File: config.mk
export PLATFORM = sky130hd
export DESIGN_NAME = apple_ctrl_flat
export DESIGN_NICKNAME = d
export VERILOG_FILES = /design/src/rtl/snake_pkg.sv /design/src/rtl/apple_ctrl_if.sv /design/src/rtl/apple_cell_check.sv /design/src/rtl/apple_ctrl.sv /design/src/flat_wrapper.sv
export SDC_FILE = /design/constraint.sdc
export NUM_CORES = 1
export LEC_CHECK = 0
export ABC_AREA = 1
export CAP_MARGIN = 0
export CORE_UTILIZATION = 60
export CTS_CLUSTER_DIAMETER = 100
export DETAILED_ROUTE_END_ITERATION = 10
export DONT_BUFFER_PORTS = 1
export HOLD_SLACK_MARGIN = 0.02
export PLACE_DENSITY_LB_ADDON = 0.05
export SLEW_MARGIN = 40
export SYNTH_ARGS = -nofsm -noshare
export SYNTH_HDL_FRONTEND = slang
export SYNTH_SLANG_ARGS = --single-unit
File: constraint.sdc
create_clock -name VGA_clk -period 2.2 [get_ports VGA_clk]
set_clock_uncertainty 0.05 [all_clocks]
set_input_delay 0.33 -clock VGA_clk [delete_from_list [all_inputs] [get_ports VGA_clk]]
set_output_delay 0.33 -clock VGA_clk [all_outputs]
set_load 0.005 [all_outputs]
File: src/rtl/snake_pkg.sv
// snake_pkg: shared grid constants, coordinate types and apple FSM states
package snake_pkg;
  localparam int CELL = 10;
  localparam int MIN_X = 20;
  localparam int MAX_X = 620;
  localparam int MIN_Y = 20;
  localparam int MAX_Y = 460;
  localparam int DEF_X = 320;
  localparam int DEF_Y = 240;
  typedef logic [9:0] coord_x_t;
  typedef logic [8:0] coord_y_t;
  typedef enum logic [1:0] {SAMPLE, QUERY, ARMED} apple_state_t;
endpackage

File: src/rtl/apple_ctrl_if.sv
// apple_ctrl_if: body-occupancy query handshake between apple_ctrl and the snake body store
interface apple_ctrl_if;
  import snake_pkg::*;
  logic occ_req;
  coord_x_t occ_x;
  coord_y_t occ_y;
  logic occ_ack;
  logic occ_hit;
  modport master(output occ_req, occ_x, occ_y, input occ_ack, occ_hit);
  modport slave(input occ_req, occ_x, occ_y, output occ_ack, occ_hit);
endinterface

File: src/rtl/apple_cell_check.sv
// apple_cell_check: accepts a candidate cell that is grid-aligned, inside the playfield and off the head
module apple_cell_check import snake_pkg::*; (
  input  coord_x_t x,
  input  coord_y_t y,
  input  coord_x_t head_x,
  input  coord_y_t head_y,
  output logic     accept
);
  logic in_range, aligned, on_head;
  assign in_range = int'(x) >= MIN_X && int'(x) <= MAX_X && int'(y) >= MIN_Y && int'(y) <= MAX_Y;
  assign aligned = int'(x) % CELL == 0 && int'(y) % CELL == 0;
  assign on_head = x == head_x && y == head_y;
  assign accept = in_range && aligned && !on_head;
endmodule

File: src/rtl/apple_ctrl.sv
// apple_ctrl: turns random grid coordinates into a committed apple, detects eating and keeps score
module apple_ctrl import snake_pkg::*; #(
  parameter int MAX_RETRY = 15,
  parameter int SCORE_W = 8
) (
  input  logic               VGA_clk,
  input  logic               reset_n,
  input  logic               frame_tick,
  input  logic               game_active,
  input  logic               new_game,
  input  coord_x_t           random_x,
  input  coord_y_t           random_y,
  input  coord_x_t           head_x,
  input  coord_y_t           head_y,
  apple_ctrl_if.master       occ,
  output coord_x_t           apple_x,
  output coord_y_t           apple_y,
  output logic               apple_valid,
  output logic               eat_pulse,
  output logic [SCORE_W-1:0] score,
  output logic               place_stall
);
  localparam int RW = $clog2(MAX_RETRY + 1);
  localparam logic [RW-1:0] RETRY_MAX = RW'(MAX_RETRY);
  apple_state_t state, state_n;
  logic req_q, req_n, pend_q, pend_n, valid_n, eat_n, stall_n;
  logic accept, eat_cond, retry_inc, retry_clr, stall_clr;
  coord_x_t qx_q, qx_n, ax_n;
  coord_y_t qy_q, qy_n, ay_n;
  logic [RW-1:0] retry_q, retry_n;
  logic [SCORE_W-1:0] score_n;
  apple_cell_check u_check (
    .x(random_x),
    .y(random_y),
    .head_x(head_x),
    .head_y(head_y),
    .accept(accept)
  );
  assign eat_cond = frame_tick && game_active && head_x == apple_x && head_y == apple_y;
  assign occ.occ_req = req_q;
  assign occ.occ_x = qx_q;
  assign occ.occ_y = qy_q;
  // next-state: sample, query the body store, hold the apple until eaten; new_game overrides
  always_comb begin
    state_n = state;
    req_n = req_q;
    qx_n = qx_q;
    qy_n = qy_q;
    ax_n = apple_x;
    ay_n = apple_y;
    valid_n = apple_valid;
    pend_n = pend_q;
    eat_n = 1'b0;
    retry_inc = 1'b0;
    retry_clr = new_game;
    stall_clr = new_game;
    unique case (state)
      SAMPLE: begin
        if (!new_game && accept) begin
          state_n = QUERY;
          req_n = 1'b1;
          qx_n = random_x;
          qy_n = random_y;
        end else if (!new_game) retry_inc = 1'b1;
      end
      QUERY: begin
        pend_n = pend_q || new_game;
        if (occ.occ_ack) begin
          state_n = SAMPLE;
          req_n = 1'b0;
          pend_n = 1'b0;
          if (!(pend_q || new_game)) begin
            if (occ.occ_hit) retry_inc = 1'b1;
            else begin
              state_n = ARMED;
              ax_n = qx_q;
              ay_n = qy_q;
              valid_n = 1'b1;
              retry_clr = 1'b1;
              stall_clr = 1'b1;
            end
          end
        end
      end
      ARMED: begin
        if (new_game || eat_cond) begin
          state_n = SAMPLE;
          valid_n = 1'b0;
          retry_clr = 1'b1;
          eat_n = !new_game;
        end
      end
      default: state_n = SAMPLE;
    endcase
    retry_n = retry_clr ? '0 : (retry_inc && retry_q != RETRY_MAX) ? retry_q + 1'b1 : retry_q;
    stall_n = !stall_clr && (place_stall || retry_n == RETRY_MAX);
    score_n = new_game ? '0 : (eat_n && !(&score)) ? score + 1'b1 : score;
  end
  // state and output registers; reset drops the query request immediately
  always_ff @(posedge VGA_clk or negedge reset_n) begin
    if (!reset_n) begin
      state <= SAMPLE;
      req_q <= 1'b0;
      qx_q <= '0;
      qy_q <= '0;
      apple_x <= coord_x_t'(DEF_X);
      apple_y <= coord_y_t'(DEF_Y);
      apple_valid <= 1'b0;
      eat_pulse <= 1'b0;
      score <= '0;
      retry_q <= '0;
      place_stall <= 1'b0;
      pend_q <= 1'b0;
    end else begin
      state <= state_n;
      req_q <= req_n;
      qx_q <= qx_n;
      qy_q <= qy_n;
      apple_x <= ax_n;
      apple_y <= ay_n;
      apple_valid <= valid_n;
      eat_pulse <= eat_n;
      score <= score_n;
      retry_q <= retry_n;
      place_stall <= stall_n;
      pend_q <= pend_n;
    end
  end
endmodule

File: src/flat_wrapper.sv
// flat-port wrapper written by rule: the top's interface ports become plain ports
module apple_ctrl_flat import snake_pkg::*;
#(
  parameter int MAX_RETRY = 15,
  parameter int SCORE_W = 8
)
  (VGA_clk, reset_n, frame_tick, game_active, new_game, random_x, random_y, head_x, head_y, apple_x, apple_y, apple_valid, eat_pulse, score, place_stall, occ_occ_req, occ_occ_x, occ_occ_y, occ_occ_ack, occ_occ_hit);
  apple_ctrl_if occ_i ();
  input  logic VGA_clk;
  input  logic reset_n;
  input  logic frame_tick;
  input  logic game_active;
  input  logic new_game;
  input  coord_x_t random_x;
  input  coord_y_t random_y;
  input  coord_x_t head_x;
  input  coord_y_t head_y;
  output coord_x_t apple_x;
  output coord_y_t apple_y;
  output logic apple_valid;
  output logic eat_pulse;
  output logic [SCORE_W-1:0] score;
  output logic place_stall;
  output wire logic [$bits(occ_i.occ_req)-1:0] occ_occ_req;
  output wire logic [$bits(occ_i.occ_x)-1:0] occ_occ_x;
  output wire logic [$bits(occ_i.occ_y)-1:0] occ_occ_y;
  input wire logic [$bits(occ_i.occ_ack)-1:0] occ_occ_ack;
  input wire logic [$bits(occ_i.occ_hit)-1:0] occ_occ_hit;
  assign occ_occ_req = occ_i.occ_req;
  assign occ_occ_x = occ_i.occ_x;
  assign occ_occ_y = occ_i.occ_y;
  assign occ_i.occ_ack = occ_occ_ack;
  assign occ_i.occ_hit = occ_occ_hit;
  apple_ctrl #(.MAX_RETRY(MAX_RETRY), .SCORE_W(SCORE_W)) u_core (.VGA_clk(VGA_clk), .reset_n(reset_n), .frame_tick(frame_tick), .game_active(game_active), .new_game(new_game), .random_x(random_x), .random_y(random_y), .head_x(head_x), .head_y(head_y), .occ(occ_i), .apple_x(apple_x), .apple_y(apple_y), .apple_valid(apple_valid), .eat_pulse(eat_pulse), .score(score), .place_stall(place_stall));
endmodule
==> metrics.txt, run 1 <==
DRT iter0 DRCs 722; global route overflow 0; Buf+Inv Stages, Crit Path 6; Stages on worst setup path 38; Final min period 4.85 ns; Worst-path clk slew 0.06 ns; post-synthesis sequential area ratio 0.256; ys async rst share 1.00; met3 GRT Util 0.0752; DRT Pass-1 Iters 7; post-synth design cell area 0.00561 mm^2; Synth Flop Type dfrtp_1; final worst-path cycle share 2.20; number of H-tree levels 3; final wirelength 20400 um; Reg2Reg Depth 12; delay-heaviest family, CP simple AND/OR/NAND/NOR gates; Final Worst Setup Slack -2.65 ns; failing checks negative setup slack; Ys Warns 0; pin slew with the least headroom to its limit 0.443 ns; Core ar. 0.00889 mm^2; DRT antenna net count 0; Net Count, Synth 922; CTS tree built; dpl hpwl 13200 um; Cell Count, Final, Fillers Out 1132; pin count of the biggest net entering global routing 58; slowest stage delay, CP 0.28 ns; Vias/cell 6.14; Initial Util 0.631; most frequent CP cell nand2_1; CP startpoint random_y[7]; reg-to-reg setup timing slack -0.23 ns; WL/cell 18.0 um; Critical Path Source Type primary input; worst hold path type primary input to register; RSZ-0062 raised after global routing true; GPL Wtd Cong 0.958; CP max FO 7; Worst path slowest cell o21ai_4; reg-to-reg critical path endpoint u_core.score[5]; maxcap violations 0; peak supply drop 0.557 mV; final net count 1073; number of flops mapped to enable cells by yosys 0; worst path required time 2.41 ns; Overall Global Routing Usage 0.361; Post-Syn Instances 868; clk sinks 57; Vias 6947; Pins Over Slew Limit 0; status complete, but fails checks; crit path DAT 5.06 ns; final core utilization 0.872; R2R Path Start u_core.apple_y[4]; DRC Markers 0; port bufs 0; layer carrying the most global-route usage met2; Die Wd 98.7 um; first-pass GRT wire length 28300 um; die area 0.00974 mm^2; final hold vios 0; syn_area_per_cell 6.46 um^2; clock root buffer clkbuf_8; Rows 34; dpl cells 1077; setup TNS -67.82 ns; number of buffers created by CTS 9; initial antenna violation count 0; # setup viols final 32; vias in the first global route 6055; clk_lat worst skew 0.34 ns; worst hold slack 0.0376 ns; Leakage 3.96 nW; PwrDens 857 mW/mm^2; I/O pins 95; ant diodes 0; share of cells above drive strength 1 0.359; Slew headroom 0.704; die height 98.7 um; flops & latches, synth 57; CP Class primary input to register; global routing usage on met2 0.626; P&R area growth vs syn 38.1%; Yosys cell types 54; Fmax 0.206 GHz; global routing usage on met1 0.441; Max clock buf depth 2; worst setup path endpoint u_core.state[0]; pre-CTS WS -2.62 ns; nature of the critical path endpoint register
==> per-layer routing <==
layer / part of all wire / wire length [um]
met1: 0.36 / 7420
met2: 0.48 / 9690
met3: 0.11 / 2150
met4: 0.054 / 1100
met5: 0 / 0
==> timing repair <==
item	4_1_cts	5_1_grt
resized for setup	51	74
pin swaps	46	50
buffers inserted	14	18
gates cloned	3	1
endpoints found under the hold margin	60	0
endpoints found under the setup margin	29	34
hold buffers	3	0
==> power breakdown <==
group / switching, mW / internal, mW / leakage, nW / total, mW
Clock: 0.395 / 0.615 / 0.107 / 1.01
Combinational: 2.59 / 1.78 / 3.08 / 4.38
Sequential: 0.0901 / 1.16 / 0.765 / 1.25
Total: 3.08 / 3.56 / 3.96 / 6.64
==> sequential cells by signal, summed over array words and instances, names as in the netlist <==
name                count
u_core.apple_x         10
u_core.occ.occ_x       10
u_core.apple_y          9
u_core.occ.occ_y        9
u_core.score            8
u_core.retry_q          4
u_core.state            2
u_core.apple_valid      1
u_core.eat_pulse        1
u_core.occ.occ_req      1
u_core.pend_q           1
u_core.place_stall      1
==> worst min path at each step <==
stage             start                 end  slack, ns  cells past startpoint
3_3_place_gp    reset_n     u_core.score[2]      -0.01                      0
5_1_grt        new_game    u_core.eat_pulse       0.04                      1
2_1_floorplan   reset_n  u_core.apple_valid      -0.02                      0
3_5_place_dp    reset_n     u_core.score[2]      -0.01                      0
4_1_cts        new_game    u_core.eat_pulse       0.03                      1
6_report       new_game    u_core.eat_pulse       0.04                      1
==> kinds of logic (layout without fill, tap and decap cells) <==
| group | count (synthesis) | after routing | share of synthesized area |
|---|---|---|---|
| AND/OR/NAND/NOR | 551 | 555 | 0.488 |
| buffers and inverters | 139 | 291 | 0.100 |
| AO/OA/AOI/OAI | 82 | 82 | 0.0883 |
| flip-flops | 57 | 57 | 0.256 |
| XOR/XNOR | 29 | 29 | 0.0453 |
| adder cells (fa/ha/maj) | 9 | 9 | 0.0201 |
| multiplexers | 1 | 1 | 0.00201 |
==> cell type report <==
cell class / instances / area, um^2
fillers: 499 / 1140
clock buffers: 14 / 173
well taps: 108 / 135
flip-flops and latches: 57 / 1430
repair buffers: 150 / 1160
multi-input cells: 676 / 4240
clock inverters: 2 / 35.0
inverters: 125 / 572
==> cells in the mapped netlist (2+ instances only) <==
library cell  count  share of area
a2111oi_0         2         0.0031
a21oi_1          16          0.014
and2_1            2         0.0022
buf_4             2         0.0027
buf_6             2         0.0040
clkbuf_1          7         0.0047
clkinv_1          4         0.0027
dfrtp_1          51           0.23
dfstp_2           6          0.028
ha_1              9          0.020
inv_1           104          0.070
inv_2            15          0.010
nand2_1         278           0.19
nand2_2          24          0.027
nand2_4           4         0.0080
nand3_1          78          0.070
nand3_2          16          0.029
nand3_4           5          0.016
nand3b_1          5         0.0067
nand4_1          39          0.043
nor2_1           52          0.035
nor2_2            7         0.0078
nor2_4            5          0.010
nor2_8            2         0.0071
nor3_1           12          0.011
nor4_1            4         0.0045
nor4b_1           2         0.0031
o2111ai_1         4         0.0062
o211ai_1          4         0.0054
o21ai_0          37          0.033
o21ai_1           4         0.0036
o21ai_2           3         0.0047
o22ai_1           4         0.0045
or2_2            12          0.013
xnor2_1          12          0.019
xor2_1           17          0.027
==> layout by cell type (no fill, tap or decap), drive strengths merged <==
master	instances
a2111oi	2
a211oi	1
a21oi	16
a22o	1
a311oi	1
a31oi	1
and2	2
buf	148
bufinv	1
clkbuf	14
clkinv	7
dfrtp	51
dfstp	6
dlygate4sd3	2
ha	9
inv	119
mux2	1
nand2	308
nand3	100
nand3b	5
nand4	41
nor2	66
nor3	14
nor4	4
nor4b	2
o2111a	1
o2111ai	4
o211ai	4
o21ai	45
o221ai	1
o22ai	4
o41ai	1
or2	12
or4	1
xnor2	12
xor2	17
==> through the flow <==
step / cell area, um^2 / total power [mW]
after floorplan: 5870 / 3.59
after global placement: 6750 / 4.51
after detailed placement: 6750 / 4.66
after CTS: 7300 / 5.93
after global routing: 7750 / 7.05
final: 7750 / 6.64
==> worst register-to-register path, stage by stage, from the launching register on <==
cell and delay, ns:
dfstp_2 0.54, or2_4 0.12, o2111a_1 0.16, nand4_1 0.11
nor4_2 0.19, nand3_1 0.12, nor2_1 0.13, nand3_1 0.14
inv_1 0.14, nand4_1 0.19, nor2_2 0.20, a21oi_1 0.09
nor3_1 0.17
No activity file was read; power rests on OpenSTA's default activity.
==> inputs of run 2 (changes only) <==
--- a/config.mk
+++ b/config.mk
@@ -8,6 +8,7 @@
 export ABC_AREA = 1
 export CAP_MARGIN = 0
 export CORE_UTILIZATION = 60
+export CTS_BUF_LIST = sky130_fd_sc_hd__clkbuf_16
 export CTS_CLUSTER_DIAMETER = 100
 export DETAILED_ROUTE_END_ITERATION = 10
 export DONT_BUFFER_PORTS = 1
==> metrics.txt, run 2 (synthesized netlist as in run 1, its figures left out) <==
crit path DAT 4.97 ns; final wirelength 20900 um; PwrDens 878 mW/mm^2; failing checks negative setup slack; P&R area growth vs syn 42.1%; first-pass GRT wire length 28600 um; global routing usage on met2 0.637; die area 0.00974 mm^2; final hold vios 0; Vias 6988; final worst-path cycle share 2.16; commonest non-fill, non-tap cell in the layout nand2_1; pre-CTS WS -2.62 ns; CP max FO 7; Max clock buf depth 2; number of buffers created by CTS 9; Final Worst Setup Slack -2.56 ns; number of H-tree levels 3; global routing usage on met1 0.444; DRT antenna net count 0; global route overflow 0; ant diodes 0; Core ar. 0.00889 mm^2; Worst-path clk slew 0.05 ns; Pins Over Slew Limit 0; I/O pins 95; dpl hpwl 13200 um; maxcap violations 0; clock root buffer clkbuf_16; Final min period 4.76 ns; final net count 1079; port bufs 0; commonest cells after routing, fill and taps aside nand2_1, buf_4, inv_1; peak supply drop 0.620 mV; Critical Path Source Type primary input; DRC Markers 0; clk sinks 57; vias in the first global route 6084; slowest stage delay, CP 0.31 ns; status complete, but fails checks; Die Wd 98.7 um; clk_lat worst skew 0.33 ns; DRT iter0 DRCs 525; CP startpoint random_y[7]; # setup viols final 32; Leakage 4.04 nW; Overall Global Routing Usage 0.365; CTS tree built; worst hold path type primary input to register; Initial Util 0.631; Slew headroom 0.705; pin slew with the least headroom to its limit 0.441 ns; Worst path slowest cell o21ai_4; nature of the critical path endpoint register; Rows 34; Fillers 442; CP Class primary input to register; pin count of the biggest net entering global routing 58; worst path required time 2.41 ns; RSZ-0062 raised after global routing true; Fmax 0.210 GHz; die height 98.7 um; Vias/cell 6.14; GPL Wtd Cong 0.958; Hold Path Origin new_game; Pwr Total 7.00 mW; met3 GRT Util 0.0709; most frequent CP cell nand3_1; WL/cell 18.3 um; initial antenna violation count 0; R2R Path Start u_core.apple_y[4]; layer carrying the most global-route usage met2; DRT Pass-1 Iters 6; share of cells above drive strength 1 0.377
## run 2: worst max-delay path: cells and delay by family
kind | cells | cell delay, ns
AO/OA/AOI/OAI | 3 | 0.60
AND/OR/NAND/NOR | 27 | 3.13
adder cells (fa/ha/maj) | 1 | 0.20
buffers and inverters | 6 | 0.70
## run 2: metal layers
| layer | vias up | wire [um] |
|---|---|---|
| li1 | 3172 | - |
| met1 | 3228 | 7410 |
| met2 | 455 | 10100 |
| met3 | 133 | 2200 |
| met4 | 0 | 1170 |
| met5 | - | 0 |
## run 2: where the power goes
group | internal [mW] | leakage [nW] | total [mW] | switching, mW
Combinational | 1.81 | 3.13 | 4.45 | 2.64
Clock | 0.850 | 0.144 | 1.29 | 0.444
Sequential | 1.17 | 0.765 | 1.26 | 0.0898
## run 2: worst paths after layout
path / end / slack [ns] / depth (start not counted)
setup reg to reg: u_core.score[7] / -0.22 / 12
max in group asynchronous: u_core.apple_x[6] / 1.31 / 2
hold / removal: u_core.score[6] / 0.03 / 1
hold reg to reg: u_core.apple_y[5] / 0.45 / 2
min in group asynchronous: u_core.score[4] / 0.48 / 2
setup / recovery: u_core.place_stall / -2.56 / 37
## run 2: area by class of cell
class / instances / area (um^2) / area share
timing repair buffer: 155 / 1210 / 0.152
multi-input combinational: 677 / 4360 / 0.547
tap: 108 / 135 / 0.0169
sequential: 57 / 1430 / 0.180
inverter: 125 / 549 / 0.0689
clock inverter: 7 / 53.8 / 0.00675
clock buffer: 9 / 225 / 0.0282
## run 2: metrics by stage
stage                     setup TNS (ns)  hold slack [ns]  std cells  utilization  instance area (um^2)
after detailed placement          -67.36          -0.0146       1077        0.759                  6750
after global placement            -62.69          -0.0147       1077        0.759                  6750
final                             -66.56           0.0252       1138        0.897                  7970
after CTS                         -54.70           0.0203       1114        0.830                  7380
after floorplan                   -52.01          -0.0156        868            -                  5870
after global routing              -72.66           0.0237       1138        0.897                  7970
## run 2: repair_timing
item | 4_1_cts | 5_1_grt
resized for setup | 50 | 98
hold endpoints to repair | 59 | 0
pin swaps | 45 | 58
buffers inserted | 15 | 23
gates cloned | 3 | 2
hold buffers | 3 | 0
endpoints found under the setup margin | 29 | 34
